==> config.mk <==
export PLATFORM = sky130hd
export DESIGN_NAME = vxe_cu_cmd_dec_pipe
export DESIGN_NICKNAME = d
export VERILOG_FILES = /design/src/rtl/vxe_cu_cmd_dec_pipe.sv
export SDC_FILE = /design/constraint.sdc
export NUM_CORES = 1
export LEC_CHECK = 0
export CORE_MARGIN = 5
export CORE_UTILIZATION = 50
export CTS_CLUSTER_DIAMETER = 100
export CTS_CLUSTER_SIZE = 16
export DETAILED_ROUTE_END_ITERATION = 7
export DONT_BUFFER_PORTS = 1
export GPL_ROUTABILITY_DRIVEN = 1
export SETUP_SLACK_MARGIN = 0.1
export SLEW_MARGIN = 20
export SYNTH_ARGS = -nofsm -noshare
export SYNTH_HDL_FRONTEND = slang
export SYNTH_SLANG_ARGS = --single-unit
==> constraint.sdc <==
create_clock -name clk -period 2.27 [get_ports clk]
set_clock_uncertainty 0.2 [all_clocks]
set_input_delay 0.3405 -clock clk [delete_from_list [all_inputs] [get_ports clk]]
set_output_delay 0.3405 -clock clk [all_outputs]
set_load 0.1 [all_outputs]
==> src/rtl/vxe_cu_cmd_dec_pipe.sv <==
// VxE control-unit command decoder: handshaked decode, legality checks, output FIFO, error halt.
// Define VXE_CU_CMD_DEC_RSVD_CHK_EN to also flag words with non-zero reserved bits.
module vxe_cu_cmd_dec_pipe #(
    parameter int unsigned NR_THREADS = 8,
    parameter int unsigned OUT_DEPTH  = 2
) (
    input  logic        clk,
    input  logic        nrst,
    input  logic        i_cmd_vld,
    input  logic [63:0] i_cmd,
    output logic        o_cmd_rdy,
    output logic        o_dec_vld,
    input  logic        i_dec_rdy,
    output logic [4:0]  o_dec_op,
    output logic [7:0]  o_dec_fun,
    output logic [37:0] o_dec_pl,
    output logic        o_dec_err,
    output logic        o_halted,
    input  logic        i_err_clr,
    output logic [63:0] o_err_cmd,
    output logic [7:0]  o_err_cnt
);

    localparam int unsigned AW = (OUT_DEPTH > 1) ? $clog2(OUT_DEPTH) : 1;
    localparam int unsigned EW = 5 + 8 + 38 + 1;
    localparam logic [AW:0] DepthCnt = (AW + 1)'(OUT_DEPTH);
    localparam logic [8:0]  NrThr    = 9'(NR_THREADS);

    localparam logic [4:0] OpNop    = 5'h00;
    localparam logic [4:0] OpProd   = 5'h01;
    localparam logic [4:0] OpRelu   = 5'h02;
    localparam logic [4:0] OpSetacc = 5'h08;
    localparam logic [4:0] OpSetvl  = 5'h09;
    localparam logic [4:0] OpSeten  = 5'h0A;
    localparam logic [4:0] OpSetrs  = 5'h0C;
    localparam logic [4:0] OpSetrt  = 5'h0D;
    localparam logic [4:0] OpSetrd  = 5'h0E;
    localparam logic [4:0] OpStore  = 5'h10;
    localparam logic [4:0] OpSync   = 5'h18;

    typedef enum logic [0:0] {StRun, StHalt} state_e;

    state_e        state_q, state_d;
    logic [EW-1:0] mem_q [OUT_DEPTH];
    logic [AW-1:0] wr_ptr_q, rd_ptr_q;
    logic [AW:0]   cnt_q, cnt_d;
    logic [63:0]   err_cmd_q, err_cmd_d;
    logic [7:0]    err_cnt_q, err_cnt_d;

    logic [4:0]    op;
    logic [7:0]    fun;
    logic [37:0]   pl;
    logic          op_legal, thr_chk, thr_bad, relu_bad, rsvd_bad, dec_err;
    logic          push, pop;
    logic [EW-1:0] head;

    assign op  = i_cmd[63:59];
    assign fun = i_cmd[58:51];
    assign pl  = i_cmd[37:0];

    always_comb begin
        op_legal = 1'b0;
        thr_chk  = 1'b0;
        relu_bad = 1'b0;
        case (op)
            OpNop, OpProd, OpStore, OpSync: op_legal = 1'b1;
            OpRelu: begin
                op_legal = 1'b1;
                relu_bad = (fun > 8'd1);
            end
            OpSetacc, OpSetvl, OpSeten, OpSetrs, OpSetrt, OpSetrd: begin
                op_legal = 1'b1;
                thr_chk  = 1'b1;
            end
            default: op_legal = 1'b0;
        endcase
    end

    assign thr_bad = thr_chk && ({1'b0, fun} >= NrThr);

`ifdef VXE_CU_CMD_DEC_RSVD_CHK_EN
    always_comb begin
        rsvd_bad = 1'b0;
        case (op)
            OpNop, OpProd, OpStore:    rsvd_bad = |i_cmd[58:0];
            OpSync:                    rsvd_bad = |i_cmd[58:2];
            OpRelu:                    rsvd_bad = |i_cmd[50:7];
            OpSetacc:                  rsvd_bad = |i_cmd[50:32];
            OpSetvl:                   rsvd_bad = |i_cmd[50:20];
            OpSeten:                   rsvd_bad = |i_cmd[50:1];
            OpSetrs, OpSetrt, OpSetrd: rsvd_bad = |i_cmd[50:38];
            default:                   rsvd_bad = 1'b0;
        endcase
    end
`else
    // Bits [50:38] are never part of a decoded field when reserved checking is off.
    logic unused_rsvd;
    assign unused_rsvd = ^i_cmd[50:38];
    assign rsvd_bad    = 1'b0;
`endif

    assign dec_err = !op_legal || thr_bad || relu_bad || rsvd_bad;

    // No full-FIFO bypass: a pop in the same cycle does not open intake.
    assign o_cmd_rdy = (state_q == StRun) && (cnt_q < DepthCnt);
    assign o_dec_vld = (cnt_q != '0);
    assign push      = i_cmd_vld && o_cmd_rdy;
    assign pop       = o_dec_vld && i_dec_rdy;

    always_comb begin
        cnt_d = cnt_q;
        if (push && !pop) begin
            cnt_d = cnt_q + 1'b1;
        end else if (!push && pop) begin
            cnt_d = cnt_q - 1'b1;
        end
    end

    always_ff @(posedge clk or negedge nrst) begin
        if (!nrst) begin
            for (int unsigned i = 0; i < OUT_DEPTH; i++) begin
                mem_q[i] <= '0;
            end
            wr_ptr_q <= '0;
            rd_ptr_q <= '0;
            cnt_q    <= '0;
        end else begin
            if (push) begin
                mem_q[wr_ptr_q] <= {op, fun, pl, dec_err};
                wr_ptr_q        <= wr_ptr_q + 1'b1;
            end
            if (pop) begin
                rd_ptr_q <= rd_ptr_q + 1'b1;
            end
            cnt_q <= cnt_d;
        end
    end

    assign head = mem_q[rd_ptr_q];
    assign {o_dec_op, o_dec_fun, o_dec_pl, o_dec_err} = head;

    always_comb begin
        state_d   = state_q;
        err_cmd_d = err_cmd_q;
        err_cnt_d = err_cnt_q;
        if (push && dec_err && (err_cnt_q != 8'hFF)) begin
            err_cnt_d = err_cnt_q + 8'd1;
        end
        unique case (state_q)
            StRun: begin
                if (push && dec_err) begin
                    state_d   = StHalt;
                    err_cmd_d = i_cmd;
                end
            end
            StHalt: begin
                if (i_err_clr) begin
                    state_d = StRun;
                end
            end
            default: state_d = StRun;
        endcase
    end

    always_ff @(posedge clk or negedge nrst) begin
        if (!nrst) begin
            state_q   <= StRun;
            err_cmd_q <= '0;
            err_cnt_q <= '0;
        end else begin
            state_q   <= state_d;
            err_cmd_q <= err_cmd_d;
            err_cnt_q <= err_cnt_d;
        end
    end

    assign o_halted  = (state_q == StHalt);
    assign o_err_cmd = err_cmd_q;
    assign o_err_cnt = err_cnt_q;

endmodule

* Word-level counts from Yosys, hierarchy flattened
Index checks and enable logic that the tools add are counted.
** Operators by class
- Bitwise logic cells :: 3
- Div/mod/pow operators :: 0
- Shifts and indexed selects :: 0
- Multipliers :: 0
- Order comparisons :: 6
- Add/subtract/negate cells :: 5
- Equality and inequality tests :: 11
- Muxes and demuxes :: 14
- Reductions and logical operators :: 20
** Operator list (number)
- 52-bit 2-to-1 mux :: 4
- 104-bit bitwise mux :: 1
- 52-bit demux with 1-bit select :: 1
- 5-bit by 4-bit equality test with 1-bit output, second input constant :: 6
- 11-bit OR reduction :: 1
- 5-bit equality test, second input constant :: 2
- 1-bit logical AND :: 9
- 8-bit by 1-bit adder with 8-bit output, second input constant :: 1
- 8-bit by 4-bit >= comparator with 1-bit output, second input constant :: 1
- 8-bit by 1-bit > comparator with 1-bit output, second input constant :: 1
- 8-bit inequality test, second input constant :: 1
- 6-bit OR reduction :: 1
- 5-bit by 1-bit equality test with 1-bit output, second input constant :: 1
- 5-bit by 2-bit equality test with 1-bit output, second input constant :: 1
- 5-bit zero test :: 1
- 1-bit 2-to-1 mux :: 5
- 2-bit >= comparator, second input constant :: 2
- 2-bit 2-to-1 mux :: 2
- 1-bit NOT with 2-bit output :: 2
- 2-bit nonzero test :: 2
- 1-bit zero test :: 3
- 1-bit adder, second input constant :: 2
- 2-bit by 1-bit adder with 2-bit output, second input constant :: 1
- 1-bit logical OR :: 2
- 6 further kinds :: 6
** Word-level totals
- Bits in registers :: 181
- Bits of input ports :: 69
- Memories kept :: 0
- RAM bits :: 0
- Latch bits :: 0
- Bits in read-only memories :: 0
- Output and inout bits :: 127

* Depth between registers and ports, before layout
Gate-level depths: netlist (run 1).
- Word-level depth :: 9
- Gate-level depth with buffers :: 8

* Least setup slack after synthesis (run 1)
Ideal clock, no wire load.
- Path type :: reg-to-reg
- Start :: register state_q (netlist: o_halted)
- End :: register mem_q[55] in the netlist's numbering
- Arrival :: 3.523 ns
- Stages on the path, launching flop included :: 8
- Clock period less this slack :: 3.848 ns
- Required time :: 1.945 ns
- Setup slack :: -1.578 ns
- Cells stage by stage :: dfrtp_1 -> nor2_1 -> and2_1 -> clkbuf_1 -> nor2b_1 -> buf_2 -> buf_2 -> mux2_2
** On the way
- Cells in the longest elaborated chain, start to end :: 3
** RTL lines
- start, declared :: line 43 : state_e state_q, state_d;
- start signal, assigned :: line 167 : state_q <= StRun;
- start signal, assigned :: line 171 : state_q <= state_d;
- 1-bit NOT (no source line)
- 1-bit logical AND :: line 105 : assign o_cmd_rdy = (state_q == StRun) && (cnt_q < DepthCnt);
- net o_cmd_rdy :: line 11 : output logic o_cmd_rdy,
- 1-bit logical AND :: line 107 : assign push = i_cmd_vld && o_cmd_rdy;
- net push :: line 54 : logic push, pop;
- end signal, assigned by index :: line 129 : mem_q[wr_ptr_q] <= {op, fun, pl, dec_err};
- end, declared :: line 44 : logic [EW-1:0] mem_q [OUT_DEPTH];
The timed path passes the listed nets, and every way through them passes these cells.
A chain may end at the register's enable or synchronous reset.

* Worst setup path in the final report (run 1)
- Start :: register rd_ptr_q
- End :: output o_dec_pl[28]
** On the way
- Cells in the longest elaborated chain, start to end :: 4
** RTL lines
- start, declared :: line 45 : logic [AW-1:0] wr_ptr_q, rd_ptr_q;
- start signal, assigned :: line 133 : rd_ptr_q <= rd_ptr_q + 1'b1;
- 1-bit NOT with 2-bit output (not written as such) :: line 139 : assign head = mem_q[rd_ptr_q];
- 52-bit 2-to-1 mux (not written as such) (3 in series) :: line 139
- end, declared :: line 16 : output logic [37:0] o_dec_pl,
Every way passes these cells. The select of a mux whose other input is x is not followed.

==> impl_metrics.ini, run 1 <==
[sta]
clock.fmax_ghz = 0.456
hold_viol_final = 181
whs_ns = -0.584
tns_ns = 0
fin_crit_sh_pct = 96.5
rsz0062_at_grt = true
final-setup-viol-count = 0
tightest_slew_ns = 0.936
finalMaxSlewViolations = 0
fin_crit_ns = 2.19
relSlewSlack_pct = 37.6

[final_layout]
layout-drive-gt1-share_pct = 50.5
syn_to_final_growth_pct = 29.7
nNetsFinal = 657
postLayoutCoreUtil_pct = 66.6
mostFrequentLayoutCells = mux2_2 (194), dfrtp_1 (177), dlygate4sd3_1 (66)
instances_no_fill = 782
final_common_cell = mux2_2
diodes = 0

[routing]
wl_mm = 16.5
routed.top_layer = met4
antenna_left = 0
vias_per_cell = 5.45
wl_met2_mm = 8.54
met3_length_mm = 1.20
drc = 0
routedWlPerCell_um = 21.1
drt-initial-drc-count = 148
drtPass1Iterations = 4
vias = 4263
wl_met1_mm = 6.59

[clocking]
cts_buffers = 17
insertion_delay_ns = 0.42
cts_setup_buffers = 0
ctsHoldBuffers = 66
clkTransAtPathRegs_ns = 0.06
cts_buffer_depth = 2
ctsRootBufferMaster = clkbuf_16
cts_sinks = 181
cts_tree = yes
htreeDepth = 4

[global_routing]
antenna_found_initial = 0
grt_pass1_wl_mm = 25.9
grt_usage_pct = 18.6
overflow = 0
grt_max_degree = 182
grt_pass1_vias = 4737

[yosys]
synth-simple-area-share_pct = 2.04
synth_top_area_share_pct = 60.5
synth_top_family_by_area = multiplexers
synth_top_area_cell = dfrtp_1
ys_types = 29
yosysWarnings = 0
postSynthAreaPerCell_um2 = 15.7
synth_cells = 478
synth_compound_area_share_pct = 0.919
seq_area_frac_synth_pct = 60.5
synth_nets = 549
synth_mux_area_share_pct = 32.9
synth_area_leaders = dfrtp_1 (60%), mux2_2 (32%), xor2_1 (1.1%), mux2_1 (0.75%), buf_6 (0.60%)
synth-seq-cells = 181
synth_xor_area_share_pct = 1.29
netlist_area_mm2 = 0.00749
synth_fa_ha_area_share_pct = 0.334

[setup_path]
crit_arrival_ns = 1.65
rrSetupSlack_ns = 0.19
endpoint_kind = output port
crit_fanout = 30
critPathKind = flop to output port
worstPathRequired_ns = 1.73
start_kind = flop

[run_status]
status = finished, violations left
violations = negative hold slack

[place]
gp_congestion = 0.712
io_buffers = 0
place_inst = 684
dp_hpwl_mm = 10.3

[die]
fp-row-count = 44
initial_core_util_pct = 51.3
design.core.area_mm2 = 0.0146
die_w_um = 132
ios = 196
die_h_um = 132
dieArea_mm2 = 0.0175

[worst_hold_path]
hold_class = input pin to async pin

[job]
maxCapViolCount = 0
per-stage QoR:
stage | cell area [µm²] | setup slack, ns
final | 9710 | 0.0792
after global routing | 9710 | 0.0334
after CTS | 9680 | 0.0454
after detailed placement | 8360 | -0.130
after global placement | 8360 | -0.113
after floorplan | 7570 | -0.317
registers in the layout, summed over array words and instances, names as in the netlist:
register and cells:
mem_q 104, o_err_cmd 64, wr_ptr_q 1, cnt_q 2, o_err_cnt 8, rd_ptr_q 1, o_halted 1
cell type report:
| cell class | instances | area, µm² |
|---|---|---|
| clock inverter | 5 | 62.6 |
| sequential | 181 | 4540 |
| inverter | 1 | 3.75 |
| timing repair buffer | 115 | 1450 |
| multi-input combinational | 270 | 2900 |
| fill | 1023 | 4880 |
| tap | 184 | 230 |
| clock buffer | 26 | 529 |
cells in the mapped netlist, drive strengths merged:
library cell and number:
xor2 9, nor2b 2, o21ai 2, clkbuf 10
buf 16, inv 1, or4 1, xnor2 2
nand4b 1, nand3 1, nor3 5, and2 1
o32ai 1, o22a 1, ha 2, nor2 8
o21ba 1, nor3b 2, or2 1, mux2 219
dfrtp 181, and3 4, a21oi 4, nand2 3
worst paths after layout:
kind                            startpoint           end  cells past startpoint
worst max-delay path              rd_ptr_q  o_dec_pl[28]                      2
worst min-delay path                  nrst     mem_q[13]                      0
worst max register to register    o_halted     mem_q[53]                      5
worst min register to register   mem_q[58]     mem_q[58]                      1
max in group asynchronous             nrst     mem_q[49]                      0
min in group clk                 i_cmd_vld      wr_ptr_q                      2
per-layer routing:
metal  GRT usage (%)  up-vias
li1                -     1915
met2            31.4      122
met4            5.09        0
met5               0        -
met3            7.79       12
met1            22.0     2214
logic make-up after synthesis:
logic type / after synthesis
compound gates: 9
buf+inv: 27
flops: 181
mux: 219
fa+ha+maj: 2
simple gates: 29
xor+xnor: 11
critical path: stages, from the launching register on:
cell and delay (ns):
dfrtp_2 0.44, buf_12 0.19, mux2_2 0.59
timing repair:
item	in CTS	in global routing
hold endpoints to repair	349	181
cloned	0	1
setup endpoints to repair	49	76
gates resized for setup	20	0
pin swaps	0	0
Power of run 1 is not shown: default switching activity piles up to over one toggle a cycle in this logic, so the estimate is an artifact.
==> inputs of run 2 (changes only) <==
CORE_MARGIN = 2   (was 5)
CTS_BUF_LIST = sky130_fd_sc_hd__clkbuf_4   (was not set)
==> impl_metrics.ini, run 2 (synthesis results as in run 1) <==
[setup_path]
crit_arrival_ns = 1.77
worstPathRequired_ns = 1.73
worstSetupStartpoint = rd_ptr_q
critPathKind = flop to output port
crit_fanout = 6
endpoint_kind = output port
start_kind = flop
r2r_start = o_halted

[clocking]
htreeDepth = 4
insertion_delay_ns = 0.56
cts_buffer_depth = 2
ctsHoldBuffers = 67
cts_tree = yes
cts_sinks = 181
ctsRootBufferMaster = clkbuf_4
cts_buffers = 17
clkTransAtPathRegs_ns = 0.15

[routing]
drtPass1Iterations = 4
drt-initial-drc-count = 150
drc = 0
routedWlPerCell_um = 20.7
vias_per_cell = 5.52
vias = 4234
wl_mm = 15.9
antenna_left = 0

[sta]
tightest_slew_ns = 0.935
finalMaxSlewViolations = 0
fin_crit_ns = 2.31
fin_ws_ns = -0.0403
whs_ns = -0.746
rsz0062_at_grt = true
final-setup-viol-count = 52
fin_crit_sh_pct = 102
relSlewSlack_pct = 37.7
hold_viol_final = 181
tns_ns = -1.19
clock.fmax_ghz = 0.433

[die]
dieArea_mm2 = 0.0160
die_w_um = 126
fp-row-count = 44
design.core.area_mm2 = 0.0146
ios = 196
initial_core_util_pct = 51.3
die_h_um = 126

[final_layout]
layout-drive-gt1-share_pct = 49.9
largest_reg_flops = 104
diodes = 0
syn_to_final_growth_pct = 22.6
postLayoutCoreUtil_pct = 62.9
n_fill_cell = 1091
nNetsFinal = 641
mostFrequentLayoutCells = dfrtp_1 (173), mux2_2 (162), dlygate4sd3_1 (67)
stdcell_area_mm2 = 0.00918
largest-register = mem_q
final_common_cell = dfrtp_1

[global_routing]
overflow = 0
grt_pass1_wl_mm = 24.4
grt_use_met1_pct = 23.6
grt_pass1_vias = 4603
grt_usage_pct = 19.5
grt_busiest_layer = met2
use_met2_pct = 32.5
grt_max_degree = 182
grtUsageMet3_pct = 7.25
antenna_found_initial = 0

[place]
placed_area_mm2 = 0.00786
gp_congestion = 0.745
io_buffers = 0
dp_hpwl_mm = 9.62

[job]
maxCapViolCount = 0

[worst_hold_path]
hold_class = input pin to async pin

[run_status]
violations = negative hold slack, negative setup slack
status = finished, violations left
run 2: layout make-up:
class / count / area, µm² / share of cell area (%)
clock inverter: 15 / 158 / 1.72
clock buffer: 17 / 128 / 1.39
inverter: 1 / 3.75 / 0.0409
tap: 184 / 230 / 2.51
sequential: 181 / 4540 / 49.5
multi-input combinational: 270 / 3020 / 32.9
timing repair buffer: 99 / 1100 / 11.9
run 2: metal layers:
| metal | up-vias | wire, µm |
|---|---|---|
| met5 | - | 0 |
| met4 | 0 | 229 |
| met3 | 19 | 1150 |
| met2 | 133 | 7810 |
| met1 | 2198 | 6690 |
| li1 | 1884 | - |
run 2: path summary, 6_finish.rpt:
path / endpoint / slack (ns) / cells past startpoint
min reg2reg: mem_q[6] / 0.32 / 1
max in group asynchronous: o_err_cnt[0] / 2.34 / 0
max reg2reg: mem_q[64] / 0.29 / 5
max: o_dec_pl[3] / -0.04 / 3
min in group clk: mem_q[52] / 0.07 / 4
min: mem_q[14] / -0.75 / 0
run 2: stage by stage:
step           setup WS [ns]  std cells
2_1_floorplan         -0.317        478
3_3_place_gp         -0.0744        659
3_5_place_dp          -0.108        659
4_1_cts              -0.0790        758
5_1_grt               -0.124        767
6_report             -0.0403        767
run 2: timing repair:
| action | 4_1_cts | 5_1_grt |
|---|---|---|
| hold endpoints to repair | 351 | 181 |
| setup buffers | 0 | 3 |
| cloned | 0 | 6 |
| resized for setup | 53 | 10 |
| endpoints found under the setup margin | 53 | 108 |
run 2: worst max-delay path: stages, from the launching register on:
cell and delay (ns):
dfrtp_2 0.44, buf_6 0.14, clkbuf_16 0.17, mux2_4 0.45
Power of run 2 is left out for the same reason.
